File: src/rtl/spi_controller_tx.sv
// SPI mode-0 initiator: takes words on a valid/ready handshake and shifts them out MSB first,
// holding cs low across back-to-back words. spi_clk is derived from clk by a half-period counter.
module spi_controller_tx #(
  parameter int CLK_DIV = 4,
  parameter int DATA_W  = 8
) (
  input  logic              clk,
  input  logic              rst,
  input  logic [DATA_W-1:0] tx_data,
  input  logic              tx_valid,
  output logic              tx_ready,
  output logic              spi_clk,
  output logic              mosi,
  output logic              cs,
  output logic              busy,
  output logic              done
);

  localparam int CW = (CLK_DIV > 1) ? $clog2(CLK_DIV) : 1;
  localparam int BW = (DATA_W > 1) ? $clog2(DATA_W) : 1;
  localparam logic [CW-1:0] CNT_LAST = CW'(CLK_DIV - 1);
  localparam logic [BW-1:0] BIT_FIRST = BW'(DATA_W - 1);

  typedef enum logic [2:0] {IDLE, SETUP, HIGH, LOW, GAP} state_t;

  state_t            r_state, w_state;
  logic [CW-1:0]     r_cnt, w_cnt;
  logic [BW-1:0]     r_bit, w_bit;
  logic [DATA_W-1:0] r_shift, w_shift;
  logic              r_spiClk, w_spiClk;
  logic              r_mosi, w_mosi;
  logic              r_cs, w_cs;
  logic              r_busy, w_busy;
  logic              r_done, w_done;
  logic              r_txReady, w_txReady;
  logic              w_cntLast;
  logic              w_accept;

  assign tx_ready = r_txReady;
  assign spi_clk  = r_spiClk;
  assign mosi     = r_mosi;
  assign cs       = r_cs;
  assign busy     = r_busy;
  assign done     = r_done;

  assign w_cntLast = (r_cnt == CNT_LAST);
  assign w_accept  = r_txReady && tx_valid;

  // Every output is registered, so done/tx_ready are raised one cycle early to land
  // exactly on the final LOW cycle of the last bit.
  always_comb begin
    w_state   = r_state;
    w_cnt     = r_cnt;
    w_bit     = r_bit;
    w_shift   = r_shift;
    w_spiClk  = r_spiClk;
    w_mosi    = r_mosi;
    w_cs      = r_cs;
    w_busy    = r_busy;
    w_done    = 1'b0;
    w_txReady = 1'b0;

    case (r_state)
      IDLE: begin
        w_txReady = 1'b1;
        if (w_accept) begin
          w_shift   = tx_data;
          w_mosi    = tx_data[DATA_W-1];
          w_cs      = 1'b0;
          w_busy    = 1'b1;
          w_txReady = 1'b0;
          w_cnt     = '0;
          w_bit     = BIT_FIRST;
          w_state   = SETUP;
        end
      end
      SETUP: begin
        if (w_cntLast) begin
          w_cnt    = '0;
          w_spiClk = 1'b1;
          w_state  = HIGH;
        end else begin
          w_cnt = r_cnt + CW'(1);
        end
      end
      HIGH: begin
        if (w_cntLast) begin
          w_cnt    = '0;
          w_spiClk = 1'b0;
          w_shift  = r_shift << 1;
          w_mosi   = w_shift[DATA_W-1];
          w_state  = LOW;
          if (CLK_DIV == 1 && r_bit == '0) begin
            w_done    = 1'b1;
            w_txReady = 1'b1;
          end
        end else begin
          w_cnt = r_cnt + CW'(1);
        end
      end
      LOW: begin
        if (w_cntLast) begin
          w_cnt = '0;
          if (r_bit != '0) begin
            w_bit    = r_bit - BW'(1);
            w_spiClk = 1'b1;
            w_state  = HIGH;
          end else if (w_accept) begin
            // Burst: cs stays low and the next word starts its setup phase directly.
            w_shift = tx_data;
            w_mosi  = tx_data[DATA_W-1];
            w_bit   = BIT_FIRST;
            w_state = SETUP;
          end else begin
            w_cs    = 1'b1;
            w_mosi  = 1'b0;
            w_state = GAP;
          end
        end else begin
          w_cnt = r_cnt + CW'(1);
          if (r_bit == '0 && r_cnt == CNT_LAST - CW'(1)) begin
            w_done    = 1'b1;
            w_txReady = 1'b1;
          end
        end
      end
      GAP: begin
        if (w_cntLast) begin
          w_cnt     = '0;
          w_busy    = 1'b0;
          w_txReady = 1'b1;
          w_state   = IDLE;
        end else begin
          w_cnt = r_cnt + CW'(1);
        end
      end
      default: begin
        w_state = IDLE;
      end
    endcase
  end

  always_ff @(posedge clk) begin
    if (!rst) begin
      r_state   <= IDLE;
      r_cnt     <= '0;
      r_bit     <= '0;
      r_shift   <= '0;
      r_spiClk  <= 1'b0;
      r_mosi    <= 1'b0;
      r_cs      <= 1'b1;
      r_busy    <= 1'b0;
      r_done    <= 1'b0;
      r_txReady <= 1'b0;
    end else begin
      r_state   <= w_state;
      r_cnt     <= w_cnt;
      r_bit     <= w_bit;
      r_shift   <= w_shift;
      r_spiClk  <= w_spiClk;
      r_mosi    <= w_mosi;
      r_cs      <= w_cs;
      r_busy    <= w_busy;
      r_done    <= w_done;
      r_txReady <= w_txReady;
    end
  end

endmodule
File: config.mk
export PLATFORM = sky130hd
export DESIGN_NAME = spi_controller_tx
export DESIGN_NICKNAME = d
export VERILOG_FILES = /design/src/rtl/spi_controller_tx.sv
export SDC_FILE = /design/constraint.sdc
export NUM_CORES = 1
export LEC_CHECK = 0
export BUFFER_PORTS_ARGS = -buffer_cell sky130_fd_sc_hd__buf_2
export CORE_MARGIN = 2
export CORE_UTILIZATION = 25
export DETAILED_ROUTE_END_ITERATION = 12
export GPL_ROUTABILITY_DRIVEN = 0
export PLACE_DENSITY = 0.51
export SYNTH_ARGS = -nofsm -noshare
export SYNTH_HDL_FRONTEND = slang
export SYNTH_SLANG_ARGS = --single-unit
File: constraint.sdc
create_clock -name clk -period 2.51 [get_ports clk]
set_clock_uncertainty 0.2 [all_clocks]
set_input_delay 0.251 -clock clk [delete_from_list [all_inputs] [get_ports clk]]
set_output_delay 0.251 -clock clk [all_outputs]
set_load 0.02 [all_outputs]
==> summary.md <==
| Metric | Value |
|---|---|
| GR Overflow Total | `0` |
| Worst skew pair latency | `roughly 0.26 ns` |
| YS warnings | `0` |
| DR vias | `roughly 1.0k` |
| First-pass GRT wire length | `4.747 mm` |
| Detailed Route Iter0 Violations | `45` |
| Leak pwr | `roughly 0.48 nW` |
| Sequential cell area | `420.4 sq um` |
| Post-route clock period utilization | `between 80% and 90%` |
| Hold Buf Count CTS | `0` |
| Post-DRT Antenna Nets | `0` |
| Peak VDD IR | `approximately 0.00036 V` |
| Initial core utilization | `a little over a quarter` |
| Proportion of layout cells with a drive suffix above 1 | `between 10% and 20%` |
| Via density | `5.316` |
| Fin. Hold Viols | `0` |
| Hold crit path type | `in2reg` |
| Post-route minimum period | `~2.2 ns` |
| Number of flops mapped to enable cells by yosys | `0` |
| Status | `complete, no violations` |
| WL final | `2.755 mm` |
| Most Crowded Layer GR | `met2` |
| Met2 Use GR | `around a fifth` |
| Antenna Cells | `0` |
| Die ar. | `between 5000 and 6000 sq um` |
| Row count | `24` |
| Total GRT Usage | `approximately 11%` |
| Worst-margin pin slew | `0.6853 ns` |
| Footprint of the multi-input gates | `655.6 sq um` |
| Pin count of the biggest net entering global routing | `22` |
| Setup violators final | `0` |
| Worst-path clk slew | `~0.080 ns` |
| Commonest non-fill, non-tap cell in the layout | `dfxtp_1` |
| WS Path Type | `reg2reg` |
| WHS | `around 0.12 ns` |
| PD cells | `around 540 nW/um^2` |
| # fillers | `480` |
| Synth async-reset ratio | `0%` |
| Fmax | `between 0.4 and 0.5 GHz` |
| Met1 Usage GRT | `around 14%` |
| Chip width | `72.26 microns` |
| Std-Cell Core Area | `around 4400 sq um` |
| I/O Pins | `17` |
| Setup bufs post-CTS | `0` |
| Seq/Total Area, Yosys | `36.09%` |
| Avg Inst Size Synth | `8.961 sq um` |
| CP Max Fanout | `15` |
| Most common flop cell mapped by yosys | `dfxtp_1` |
| Layout area overhead | `12.89%` |
| Worst Path Arrival | `about 2.2 ns` |
| TritonCTS Sinks | `21` |
| Slowest CP cell | `a311oi_4` |
| Netlist cell types | `41` |
| CP Launch Type | `flop` |
| CP cell instances | `inv_1 -> ha_1 -> and4b_1 -> a311oi_4 -> or4b_1 -> a21oi_1` |
| Avg WL per Cell | `around 14 microns` |
| Port bufs | `16` |
| Relative slew slack | `between 50% and 60%` |
| HPWL Detailed | `2.011 mm` |
| DR pass1 iterations | `4` |
| Pins Over Slew Limit | `0` |
| # DRC | `0` |
| Max clock buf depth | `2` |
| H-tree depth | `1` |
| CTS root buffer | `clkbuf_8` |
| Post-CTS sizing | `0` |
| Synth Cell Area | `between 1000 and 1500 sq um` |
| Crit end category | `flop` |
| Number of global-route vias before repair | `around 1.0k` |
| Die height | `~72 microns` |
| Total CTS buffers | `3` |
| Placed cells | `189` |
| Crit-path max cell delay | `~0.69 ns` |
| RSZ-0062 raised after global routing | `no` |
| #FFs+latches synth | `21` |
| Met3 usage | `3.472%` |
| Most frequent cells in the layout | `dfxtp_1 (21), buf_2 (16), a21oi_1 (9)` |
| CTS tree | `done` |
| TNS Setup | `0 ns` |
| Worst endpoint required time | `roughly 2.4 ns` |
| Synth Net Count | `approximately 150` |
| Max Cap Viol | `0` |
| Initial antenna violation count | `0` |
| # nets final | `~160` |
| Non-Filler Instances | `roughly 190` |
| Syn Inst Count | `130` |
==> cells in the mapped netlist (2+ instances only) <==
master	number	share of area, %
inv_1	7	2.3
dfxtp_1	21	36
o21ai_0	4	1.7
buf_2	5	2.1
nand2b_1	2	1.1
a211oi_1	6	3.9
a21oi_1	9	3.9
o41ai_1	6	4.5
nand3_1	3	1.3
nand4_1	2	1.1
o211ai_1	6	3.9
mux2i_1	6	5.2
nor3_1	8	3.4
nor2_1	4	1.3
nand2_1	7	2.3
or3_1	2	1.1
o221a_2	2	1.9
clkbuf_1	4	1.3
ha_1	4	4.3
==> worst paths after layout <==
kind         startpoint  depth (start not counted)  slack, ns         end
max            r_bit[0]                          6       0.28  r_shift[0]
min          tx_data[3]                          3       0.12  r_shift[3]
max reg2reg    r_bit[0]                          6       0.28  r_shift[0]
min reg2reg  r_shift[0]                          2       0.30  r_shift[0]
==> layout make-up <==
cell class / instances / area share, %
sequential: 21 / 31.97
tap: 52 / 4.948
clock buffer: 4 / 3.425
timing repair buffer: 19 / 7.802
multi-input combinational: 90 / 49.86
inverter: 7 / 1.998
==> worst max-delay path: cells and delay by family, from the launching register on <==
kind	cells	cell delay [ns]
AOI/OAI and AO/OA	2	0.75
adders and majority gates	1	0.21
and+or+nand+nor	2	0.52
buffers and inverters	1	0.07
DFF	1	0.36
==> flip-flops by register name (all words and copies together), names as in the netlist <==
signal / flops
done: 1
tx_ready: 1
r_bit: 3
r_state: 3
r_cnt: 2
mosi: 1
r_shift: 7
cs: 1
busy: 1
spi_clk: 1
==> power breakdown <==
group | switching (mW) | leakage [nW] | total (mW) | internal [mW]
clock | 0.113 | 0.0228 | 0.226 | 0.113
combinational | 0.0636 | 0.281 | 0.110 | 0.0468
sequential | 0.0191 | 0.171 | 0.373 | 0.354
total | 0.196 | 0.476 | 0.710 | 0.514
==> per-layer routing <==
layer / wire length, microns / vias up / share of wire, %
met1: 1296 / 481 / 47
li1: - / 520 / -
met5: 0 / - / 0
met2: 1324 / 21 / 48
met4: 21 / 0 / 0.76
met3: 113 / 4 / 4.1
==> kinds of logic after synthesis <==
logic type               share of synthesized area, %
AO/OA/AOI/OAI                                   27.71
AND/OR/NAND/NOR                                 19.12
flip-flops                                      36.09
buffers and inverters                           7.626
multiplexers                                    5.156
adder cells (fa/ha/maj)                         4.297
==> metrics by stage <==
step	total power, mW	utilization [%]	setup slack [ns]	area (sq um)
2_1_floorplan	0.4597	-	0.6025	1165
3_3_place_gp	0.4883	28.77	0.3907	1270
3_5_place_dp	0.4913	28.77	0.3260	1270
4_1_cts	0.7198	29.79	0.3036	1315
5_1_grt	0.7558	29.79	0.1732	1315
6_report	0.7100	29.79	0.2764	1315
Power figures use the tool's default switching activity.
